[src/rtl/sched_pkg.sv]
// Shared types and matrix helpers for lru_matrix_scheduler.
// The matrix cell helpers are defined per cell, so every scheduler width can use
// them without a fixed maximum matrix size.
package sched_pkg;

  typedef enum logic {
    IDLE  = 1'b0,
    GRANT = 1'b1
  } state_e;

  // Reset priority: row i beats every higher-numbered column, so requester 0 starts highest.
  function automatic logic reset_cell(input int i, input int j);
    return (j > i);
  endfunction

  // Release update for winner g: row g is cleared and column g is set (off the diagonal).
  // The winner therefore loses to everyone, and every other pairing is unchanged.
  function automatic logic release_cell(input logic cur, input int i, input int j, input int g);
    if (i == g) begin
      return 1'b0;
    end else if (j == g) begin
      return 1'b1;
    end
    return cur;
  endfunction

endpackage

[src/rtl/lru_pick.sv]
// Combinational winner select from a least-recently-granted priority matrix.
// Requester i wins when it is requesting and it beats every other active requester.
module lru_pick
  import sched_pkg::*;
#(
  parameter int N = 3
) (
  input  logic [N-1:0][N-1:0]   mat_i,
  input  logic [N-1:0]          req_i,
  output logic [N-1:0]          win_o,
  output logic [$clog2(N)-1:0]  idx_o
);

  localparam int IW = $clog2(N);

  // The matrix invariants make win_o one-hot whenever req_i is non-zero.
  always_comb begin
    // NOTE: every output of a combinational block gets a default first, so no path can infer a latch.
    win_o = '0;
    idx_o = '0;
    for (int i = 0; i < N; i++) begin
      win_o[i] = req_i[i];
      for (int j = 0; j < N; j++) begin
        if (j != i && req_i[j] && !mat_i[i][j]) begin
          win_o[i] = 1'b0;
        end
      end
    end
    for (int i = 0; i < N; i++) begin
      if (win_o[i]) begin
        idx_o = idx_o | IW'(i);
      end
    end
  end

endmodule

[src/rtl/lru_matrix_scheduler.sv]
// Least-recently-granted scheduler: arbitrates with a priority matrix, holds the
// grant for the whole transaction, and demotes the winner when it releases.
// Optional feature: define SCHED_TIMEOUT_EN to bound grants to TIMEOUT cycles.
module lru_matrix_scheduler
  import sched_pkg::*;
#(
  parameter int N       = 3,
  parameter int TIMEOUT = 16
) (
  input  logic                  clk,
  input  logic                  rst,
  input  logic [N-1:0]          req,
  input  logic [N-1:0]          last,
  output logic [N-1:0]          gnt,
  output logic                  valid_gnt,
  output logic [$clog2(N)-1:0]  gnt_id,
  output logic                  timeout
);

  localparam int IW = $clog2(N);

  state_e                 state_q, state_d;
  logic [N-1:0]           gnt_q, gnt_d;
  logic [IW-1:0]          gnt_id_q, gnt_id_d;
  logic [N-1:0][N-1:0]    mat_q, mat_d;
  logic [N-1:0][N-1:0]    mat_rst, mat_rel;
  logic [N-1:0]           win;
  logic [IW-1:0]          win_idx;
  logic                   nat_rel;
  logic                   force_rel;

  lru_pick #(.N(N)) u_pick (
    .mat_i (mat_q),
    .req_i (req),
    .win_o (win),
    .idx_o (win_idx)
  );

  // Reset pattern and post-release pattern for the current matrix and granted index.
  always_comb begin
    mat_rst = '0;
    mat_rel = '0;
    for (int i = 0; i < N; i++) begin
      for (int j = 0; j < N; j++) begin
        mat_rst[i][j] = reset_cell(i, j);
        mat_rel[i][j] = release_cell(mat_q[i][j], i, j, int'(gnt_id_q));
      end
    end
  end

  // A granted transaction ends on its last beat or when its request drops.
  assign nat_rel = |(gnt_q & last) || !(|(gnt_q & req));

`ifdef SCHED_TIMEOUT_EN
  localparam int CW = (TIMEOUT > 1) ? $clog2(TIMEOUT) : 1;

  logic [CW-1:0] hold_cnt_q, hold_cnt_d;
  logic          timeout_q, timeout_d;

  assign force_rel = (state_q == GRANT) && (hold_cnt_q == CW'(TIMEOUT - 1));

  // Hold counter: zero on grant entry, counts GRANT cycles; pulse only when no natural release.
  always_comb begin
    hold_cnt_d = '0;
    timeout_d  = 1'b0;
    if (state_q == GRANT) begin
      hold_cnt_d = hold_cnt_q + 1'b1;
      timeout_d  = force_rel && !nat_rel;
    end
  end

  // Hold counter and timeout pulse registers.
  always_ff @(posedge clk) begin
    if (rst) begin
      hold_cnt_q <= '0;
      timeout_q  <= 1'b0;
    end else begin
      hold_cnt_q <= hold_cnt_d;
      timeout_q  <= timeout_d;
    end
  end

  assign timeout = timeout_q;
`else
  assign force_rel = 1'b0;
  assign timeout   = 1'b0;
`endif

  // Next-state logic: arbitrate in IDLE, hold in GRANT, demote the winner on release.
  always_comb begin
    state_d  = state_q;
    gnt_d    = gnt_q;
    gnt_id_d = gnt_id_q;
    mat_d    = mat_q;
    unique case (state_q)
      IDLE: begin
        if (|req) begin
          gnt_d    = win;
          gnt_id_d = win_idx;
          state_d  = GRANT;
        end
      end
      GRANT: begin
        if (nat_rel || force_rel) begin
          gnt_d   = '0;
          mat_d   = mat_rel;
          state_d = IDLE;
        end
      end
      default: state_d = IDLE;
    endcase
  end

  // State, grant and matrix registers; reset restores the initial priority order.
  always_ff @(posedge clk) begin
    // NOTE: sequential state uses non-blocking assignments so all registers update together at the edge.
    if (rst) begin
      state_q  <= IDLE;
      gnt_q    <= '0;
      gnt_id_q <= '0;
      mat_q    <= mat_rst;
    end else begin
      state_q  <= state_d;
      gnt_q    <= gnt_d;
      gnt_id_q <= gnt_id_d;
      mat_q    <= mat_d;
    end
  end

  assign gnt       = gnt_q;
  assign valid_gnt = (state_q == GRANT);
  assign gnt_id    = gnt_id_q;

endmodule

[config.mk]
export PLATFORM = sky130hd
export DESIGN_NAME = lru_matrix_scheduler
export DESIGN_NICKNAME = d
export VERILOG_FILES = /design/src/rtl/sched_pkg.sv /design/src/rtl/lru_pick.sv /design/src/rtl/lru_matrix_scheduler.sv
export SDC_FILE = /design/constraint.sdc
export NUM_CORES = 1
export LEC_CHECK = 0
export ABC_AREA = 1
export ABC_CLOCK_PERIOD_IN_PS = 1240
export BUFFER_PORTS_ARGS = -buffer_cell sky130_fd_sc_hd__buf_2
export CORE_AREA = 2 2 44 46
export DETAILED_ROUTE_END_ITERATION = 8
export DIE_AREA = 0 0 46 48
export GPL_ROUTABILITY_DRIVEN = 0
export RECOVER_POWER = 100
export SYNTH_ARGS = -nofsm -noshare
export SYNTH_HDL_FRONTEND = slang
export SYNTH_SLANG_ARGS = --single-unit
[constraint.sdc]
create_clock -name clk -period 1.24 [get_ports clk]
set_input_delay 0.124 -clock clk [delete_from_list [all_inputs] [get_ports clk]]
set_output_delay 0.124 -clock clk [all_outputs]
set_load 0.05 [all_outputs]
==> results of run 1 <==
[worst reg2reg max path: cells and delay by family (launching register included)]
kind	cells	cell delay, ns
fa+ha+maj	1	0.21
buf+inv	3	0.22
flops	1	0.36
simple gates	4	0.27
[layer usage]
metal,GRT usage,vias to the layer above,wire length [um]
met3,0.02264,5,69
met1,0.1812,257,648
li1,-,314,-
met2,0.2028,14,594
met5,0,-,0
met4,0.06857,0,27
[worst paths after layout]
check | start | to | slack [ns] | depth (start not counted)
setup / recovery | valid_gnt$_SDFF_PP0_ | valid_gnt | 0.07 | 1
hold / removal | rst | gnt[2]$_SDFFE_PP0P_ | 0.08 | 2
setup reg to reg | gnt_id[0]$_SDFFE_PP0P_ | mat_q[6]$_SDFFE_PP0P_ | 0.08 | 8
hold reg to reg | mat_q[2]$_SDFFE_PP1P_ | mat_q[2]$_SDFFE_PP1P_ | 0.47 | 2
[layout make-up]
class	count	area, um2	area share
timing repair buffer	13	65.06	0.08652
inverter	16	60.06	0.07987
sequential	12	247.7	0.3295
clock buffer	4	36.28	0.04825
tap	17	21.27	0.02829
multi-input combinational	60	321.6	0.4276
[state kept, by name, indices dropped and copies added (netlist names)]
name and flops:
mat_q 6, gnt 3, gnt_id 2, valid_gnt 1
[cells by family after synthesis]
| family | Yosys count | share of synthesized area |
|---|---|---|
| buffers and inverters | 18 | 0.1193 |
| adder cells (fa/ha/maj) | 3 | 0.05682 |
| other | 1 | 0.005676 |
| flip-flops | 12 | 0.3636 |
| AND/OR/NAND/NOR | 42 | 0.3390 |
| AO/OA/AOI/OAI | 14 | 0.1155 |
[cells in the final DEF, fill, tap and decap left out]
master,count
o22ai_1,1
nand3_1,9
o211ai_1,2
nand2_4,2
nand3_2,2
inv_1,16
buf_2,7
clkbuf_8,1
ha_1,3
dfxtp_2,6
nand4_1,3
conb_1,1
dfxtp_1,6
o21ai_0,3
nand2_1,20
clkbuf_4,3
a21oi_1,8
clkbuf_2,6
nor2_1,6
[power by group through the flow]
stage / registers (mW) / clock network [mW] / logic [mW]
after floorplan: 0.499 / 0 / 0.159
after global placement: 0.463 / 0 / 0.245
after global routing: 0.459 / 0.327 / 0.263
after detailed placement: 0.463 / 0 / 0.246
final: 0.453 / 0.309 / 0.236
after CTS: 0.455 / 0.316 / 0.248
[metrics by stage]
stage	area, um2	utilization	power, mW	setup slack, ns	std cells
2_1_floorplan	668.1	-	0.6576	0.005699	90
3_3_place_gp	735.7	0.4356	0.7083	0.1543	118
3_5_place_dp	735.7	0.4356	0.7090	0.1255	118
4_1_cts	772.0	0.4570	1.018	0.05646	122
5_1_grt	752.0	0.4452	1.049	0.01231	122
6_report	752.0	0.4452	0.9986	0.06648	122
==> flow_summary.toml, run 1 <==
[floorplanning]
io_pins = 15
die_h_um = 48
die_area_um2 = 2208
die_w_um = 46
coreArea_um2 = 1689
initial_utilization = 0.3911
row_count = 15

[timing]
maxSlewViolCount = 0
fmax_mhz = 852.1
finalSetupViolations = 0
tns_ns = 0
fin_crit_sh = 0.9464
layout_min_cycle_time_ns = 1.174
hold_violations = 0
skew_ns = 0.003819
whs_ns = 0.08077
rsz0062_at_grt = "no"

[yosys]
synth_edf_count = 0
synth_area_leaders = "dfxtp_1, nand2_1, inv_1"
yosysTopAreaCellShare = 0.3636
synth_area_um2 = 660.6
synth_cells = 90
synth_fp_nets = 101
synth_top_flop_cell = "dfxtp_1"
yosys_register_bits = 12
synth_commonest_cells = "nand2_1, inv_1, dfxtp_1"
syn_area_per_cell_um2 = 7.340
postSynth.asyncResetShare = 0
synth_top_cell_by_area = "dfxtp_1"
yosys_warnings = 0
synth_most_common_cell = "nand2_1"
ys_types = 18
ys_seq_area_frac = 0.3636

[placed_design]
hpwl_um = 1085
io_buffers = 13

[cts]
cts.sinks = 12
cts_buffer_depth = 2
post_cts_resized = 0
cts-root-buf = "clkbuf_4"
clk_pin_slew_ns = 0.08
clk_latency_ns = 0.27
hold_buffers = 0
cts_buffers = 3
htreeDepth = 1
cts_tree = "yes"
postCtsSetupRepairBufs = 0

[finish]
area.growth.synth_to_final_pct = 13.83
nNetsFinal = 117
drive_gt1_frac = 0.2571
fill_cells = 176
diodes = 0

[setup_path]
cp.arrival_ns = 1.05
cp_max_fo = 11
critPathRequiredTime_ns = 1.12
criticalPathCategory = "flip-flop to output pin"
critPathLaunchType = "flip-flop"
crit_slowest_cell = "dfxtp_2"
crit_chain = "clkbuf_2"
cp-end-kind = "output pin"
crit_path_max_incr_delay_ns = 0.46
path_buf_inv = 1
critPathTopFamily = "flip-flops"

[power]
p_sw_frac = 0.3261
p_leak_nw = 0.3783
clockPowerShare = 0.310
p_switching_mw = 0.3256
p_int_mw = 0.6730
power_density_nw_per_um2 = 1328
power_frac_comb = 0.236
irDropWorstVdd_v = 0.0006514
p_seq_frac = 0.454

[detailed_routing]
drt_first_iter_violations = 5
vias = 590
drc = 0
first_pass_iters = 4
routed_via_density = 4.836
wire_per_inst_um = 10.98
postRouteAntennaNets = 0
wl_um = 1340

[job]
timing.max_cap.violations = 0

[min_path]
min_path_type = "input pin to flip-flop"

[global_routing]
grt_max_degree = 12
grt_overflow = 0
antenna_found_initial = 0
grt_pass1_wl_um = 2070
grt_pass1_vias = 489
grt_usage = 0.1336

[outcome]
status = "complete, no violations"
Note: power is estimated with default switching activity, not from simulation.
==> run 2, diff against run 1 <==
- ABC_CLOCK_PERIOD_IN_PS: 1240 -> 1400
- clock period: 1.24 -> 1.4 ns (I/O delays scaled with it)
==> flow_summary.toml, run 2 (synthesis gave the netlist of run 1 again) <==
[min_path]
min_path_type = "input pin to flip-flop"

[power]
p_leak_nw = 0.3754
p_int_mw = 0.5980
p_sw_frac = 0.3318
power_density_nw_per_um2 = 1188
p_seq_frac = 0.443
p_switching_mw = 0.2970
irDropWorstVdd_v = 0.0006017
power_frac_comb = 0.244
clockPowerShare = 0.314

[finish]
drive_gt1_frac = 0.2170
final_common_cell = "nand2_1"
layout_common_cells = "nand2_1, inv_1, nand3_1, dfxtp_1, a21oi_1"
diodes = 0
largest_register_ffs = 6
instances_no_fill = 123
nNetsFinal = 118
stdcell_area_um2 = 753.2
area.growth.synth_to_final_pct = 14.02
fill_cells = 189
max_flop_register = "mat_q"
finish.utilization = 0.4459

[setup_path]
cp.arrival_ns = 1.11
r2r-start = "gnt[1]$_SDFFE_PP0P_"
crit_end = "valid_gnt"
crit_start = "valid_gnt$_SDFF_PP0_"
reg2reg_slack_ns = 0.24
cp-end-kind = "output pin"
criticalPathCategory = "flip-flop to output pin"
critPathLaunchType = "flip-flop"
rr_endpoint = "mat_q[7]$_SDFFE_PP0P_"
worst_r2r_path_depth = 8
critPathRequiredTime_ns = 1.26
cp_max_fo = 8

[job]
timing.max_cap.violations = 0

[floorplanning]
die_h_um = 48
io_pins = 15
row_count = 15
initial_utilization = 0.3911
die_area_um2 = 2208
die_w_um = 46
coreArea_um2 = 1689

[timing]
fin_crit_sh = 0.8912
tns_ns = 0
finalSetupViolations = 0
layout_min_cycle_time_ns = 1.248
whs_ns = 0.08889
worst-slew-pin-transition_ns = 0.5883
skew_ns = 0.001991
hold_violations = 0
rsz0062_at_grt = "no"
max_slew_margin = 0.6095
maxSlewViolCount = 0
fmax_mhz = 801.4

[cts]
htreeDepth = 1
cts_buffer_depth = 2
cts_buffers = 3
cts-root-buf = "clkbuf_4"
hold_buffers = 0
postCtsSetupRepairBufs = 0
clk_latency_ns = 0.28
cts.sinks = 12
cts_tree = "yes"
clk_pin_slew_ns = 0.08
post_cts_resized = 0

[detailed_routing]
wl_um = 1399
drt_first_iter_violations = 18
routed_via_density = 4.870
postRouteAntennaNets = 0
wire_per_inst_um = 11.37
drc = 0
first_pass_iters = 4
vias = 599

[outcome]
status = "complete, no violations"

[global_routing]
grt_overflow = 0
antenna_found_initial = 0
grt_max_degree = 9
grt_pass1_wl_um = 2290
grt_pass1_vias = 529
grt_usage = 0.1502

[placed_design]
io_buffers = 13
dp.cells = 119
place_area_um2 = 738.2
hpwl_um = 1145
## run 2: cell count changes in the layout (fill, tap and decap cells not counted), sizes merged
cell  delta
buf      +1
## run 2: cell type report
class	count	area [um2]	area share
inverter	16	60.06	0.07973
clock buffer	4	36.28	0.04817
tap	17	21.27	0.02824
timing repair buffer	14	70.07	0.09302
sequential	12	244.0	0.3239
multi-input combinational	60	321.6	0.4269
## run 2: per-stage QoR
stage / power, mW / worst slack, ns
after detailed placement: 0.6320 / 0.2821
final: 0.8950 / 0.1523
after floorplan: 0.5803 / 0.05682
after CTS: 0.9141 / 0.05695
after global placement: 0.6303 / 0.2912
after global routing: 0.9417 / 0.08849
## run 2: worst max-delay path, stage by stage (launching register included)
cell and delay, ns:
dfxtp_2 0.39, buf_4 0.17, clkbuf_2 0.28
## run 2: how the worst min path moves through the flow
stage | cells past startpoint | to | start | slack, ns
4_1_cts | 2 | gnt_id[0]$_SDFFE_PP0P_ | rst | 0.08
6_report | 2 | gnt_id[1]$_SDFFE_PP0P_ | rst | 0.09
5_1_grt | 2 | gnt_id[1]$_SDFFE_PP0P_ | rst | 0.10
2_1_floorplan | 1 | gnt_id[0]$_SDFFE_PP0P_ | rst | 0.20
3_5_place_dp | 2 | gnt_id[0]$_SDFFE_PP0P_ | rst | 0.38
3_3_place_gp | 2 | gnt_id[0]$_SDFFE_PP0P_ | rst | 0.39
## run 2: metal layers
metal | track usage | part of all wire | vias up
met1 | 0.2045 | 0.52 | 266
met4 | 0.1029 | 0.028 | 0
met3 | 0.02264 | 0.029 | 5
met5 | 0 | 0 | -
met2 | 0.2167 | 0.42 | 10
li1 | - | - | 318
## run 2: power by group through the flow
stage               Sequential, mW  Clock (mW)  Combinational (mW)
finish                       0.396       0.281               0.218
global route                 0.402       0.298               0.242
CTS                          0.396       0.290               0.228
detailed placement           0.404           0               0.228
global placement             0.403           0               0.227
floorplan                    0.440           0               0.141
==> run 3, diff against run 2 <==
- CORE_AREA: 2 2 44 46 -> 2 2 39 41
- DIE_AREA: 0 0 46 48 -> 0 0 41 43
- PLACE_DENSITY: not set -> 0.74
==> flow_summary.toml, run 3 (synthesis gave the netlist of run 1 again) <==
[outcome]
status = "complete, no violations"

[timing]
fin_crit_sh = 0.9099
maxSlewViolCount = 0
worst-slew-pin-transition_ns = 0.5923
layout_min_cycle_time_ns = 1.274
tns_ns = 0
finalSetupViolations = 0
rsz0062_at_grt = "no"
max_slew_margin = 0.6068
hold_violations = 0
fmax_mhz = 785.0
skew_ns = 0.0005818

[placed_design]
place_area_um2 = 737.0
hpwl_um = 1077
io_buffers = 13

[global_routing]
grt_usage = 0.1758
grt_pass1_vias = 487
antenna_found_initial = 0
grt_pass1_wl_um = 2090
grt_overflow = 0
grt_max_degree = 9

[detailed_routing]
postRouteAntennaNets = 0
first_pass_iters = 4
wl_um = 1353
routed_via_density = 5.025
wire_per_inst_um = 11.09
drc = 0
vias = 613
drt_first_iter_violations = 13

[cts]
cts_buffers = 3
cts-root-buf = "clkbuf_4"
post_cts_resized = 0
htreeDepth = 1
hold_buffers = 0
cts.sinks = 12
cts_buffer_depth = 2
postCtsSetupRepairBufs = 0
cts_tree = "yes"
clk_latency_ns = 0.27
clk_pin_slew_ns = 0.08

[floorplanning]
row_count = 14
io_pins = 15
initial_utilization = 0.4774
coreArea_um2 = 1384
die_h_um = 43
die_w_um = 41
die_area_um2 = 1763

[setup_path]
crit_slowest_cell = "clkbuf_1"
cp.arrival_ns = 1.13
critPathTopFamily = "buffers and inverters"
crit_path_max_incr_delay_ns = 0.48
cp_max_fo = 4
path_buf_inv = 1
crit_chain = "clkbuf_1"
criticalPathCategory = "flip-flop to output pin"
cp-end-kind = "output pin"
critPathRequiredTime_ns = 1.26
critPathLaunchType = "flip-flop"

[power]
p_seq_frac = 0.445
power_density_nw_per_um2 = 1189
p_leak_nw = 0.3718
power_frac_comb = 0.242
p_int_mw = 0.5944
clockPowerShare = 0.313
p_switching_mw = 0.2950
p_sw_frac = 0.3317
irDropWorstVdd_v = 0.0005393

[job]
timing.max_cap.violations = 0

[min_path]
min_path_type = "input pin to flip-flop"

[finish]
drive_gt1_frac = 0.1887
layout_common_cells = "nand2_1, inv_1, dfxtp_1"
largest_register_ffs = 6
final_common_cell = "nand2_1"
max_flop_register = "mat_q"
area.growth.synth_to_final_pct = 13.26
stdcell_area_um2 = 748.2
diodes = 0
nNetsFinal = 118
## run 3: cell count changes in the layout (fill, tap and decap cells not counted), sizes merged
cell and change:
clkbuf +1, buf -1
## run 3: area by class of cell
| cell class | count | area (um2) |
|---|---|---|
| clock buffers | 4 | 36.28 |
| fillers | 136 | 635.6 |
| inverters | 16 | 60.06 |
| multi-input cells | 60 | 324.1 |
| flip-flops and latches | 12 | 241.5 |
| well taps | 16 | 20.02 |
| repair buffers | 14 | 66.31 |
## run 3: layer usage
| layer | global-route usage | routed length [um] | up-vias |
|---|---|---|---|
| met2 | 0.2375 | 642 | 19 |
| met3 | 0.04712 | 68 | 2 |
| met4 | 0.08000 | 15 | 0 |
| li1 | - | - | 317 |
| met5 | 0 | 0 | - |
| met1 | 0.2525 | 626 | 275 |
## run 3: power groups by stage
stage	sequential (mW)	clock [mW]	combinational, mW
2_1_floorplan	0.440	0	0.141
3_3_place_gp	0.403	0	0.223
3_5_place_dp	0.404	0	0.226
4_1_cts	0.396	0.285	0.226
5_1_grt	0.399	0.296	0.236
6_report	0.396	0.279	0.215
## run 3: worst paths after layout
| kind | from | endpoint | slack (ns) | cells after the start |
|---|---|---|---|---|
| setup / recovery | gnt_id[0]$_SDFFE_PP0P_ | gnt_id[0] | 0.13 | 1 |
| hold / removal | rst | gnt[1]$_SDFFE_PP0P_ | 0.09 | 2 |
| setup reg to reg | gnt_id[0]$_SDFFE_PP0P_ | mat_q[6]$_SDFFE_PP0P_ | 0.22 | 8 |
| hold reg to reg | mat_q[2]$_SDFFE_PP1P_ | mat_q[2]$_SDFFE_PP1P_ | 0.46 | 2 |
## run 3: worst reg2reg max path, stage by stage, from the launching register on
cell and delay (ns):
dfxtp_1 0.38, inv_1 0.07, ha_1 0.22, inv_1 0.10, nand2_1 0.06, nand3_1 0.11
nand2_1 0.06, inv_1 0.05, nor2_1 0.03
## run 3: through the flow
step	std cells	power, mW	utilization	worst slack (ns)	hold WS, ns
finish	122	0.8894	0.5407	0.1261	0.08934
global route	122	0.9312	0.5407	0.08192	0.1008
CTS	122	0.9078	0.5588	0.1635	0.08553
detailed placement	118	0.6300	0.5326	0.2862	0.3817
global placement	118	0.6261	0.5326	0.3076	0.3726
floorplan	90	0.5803	-	0.05682	0.2017
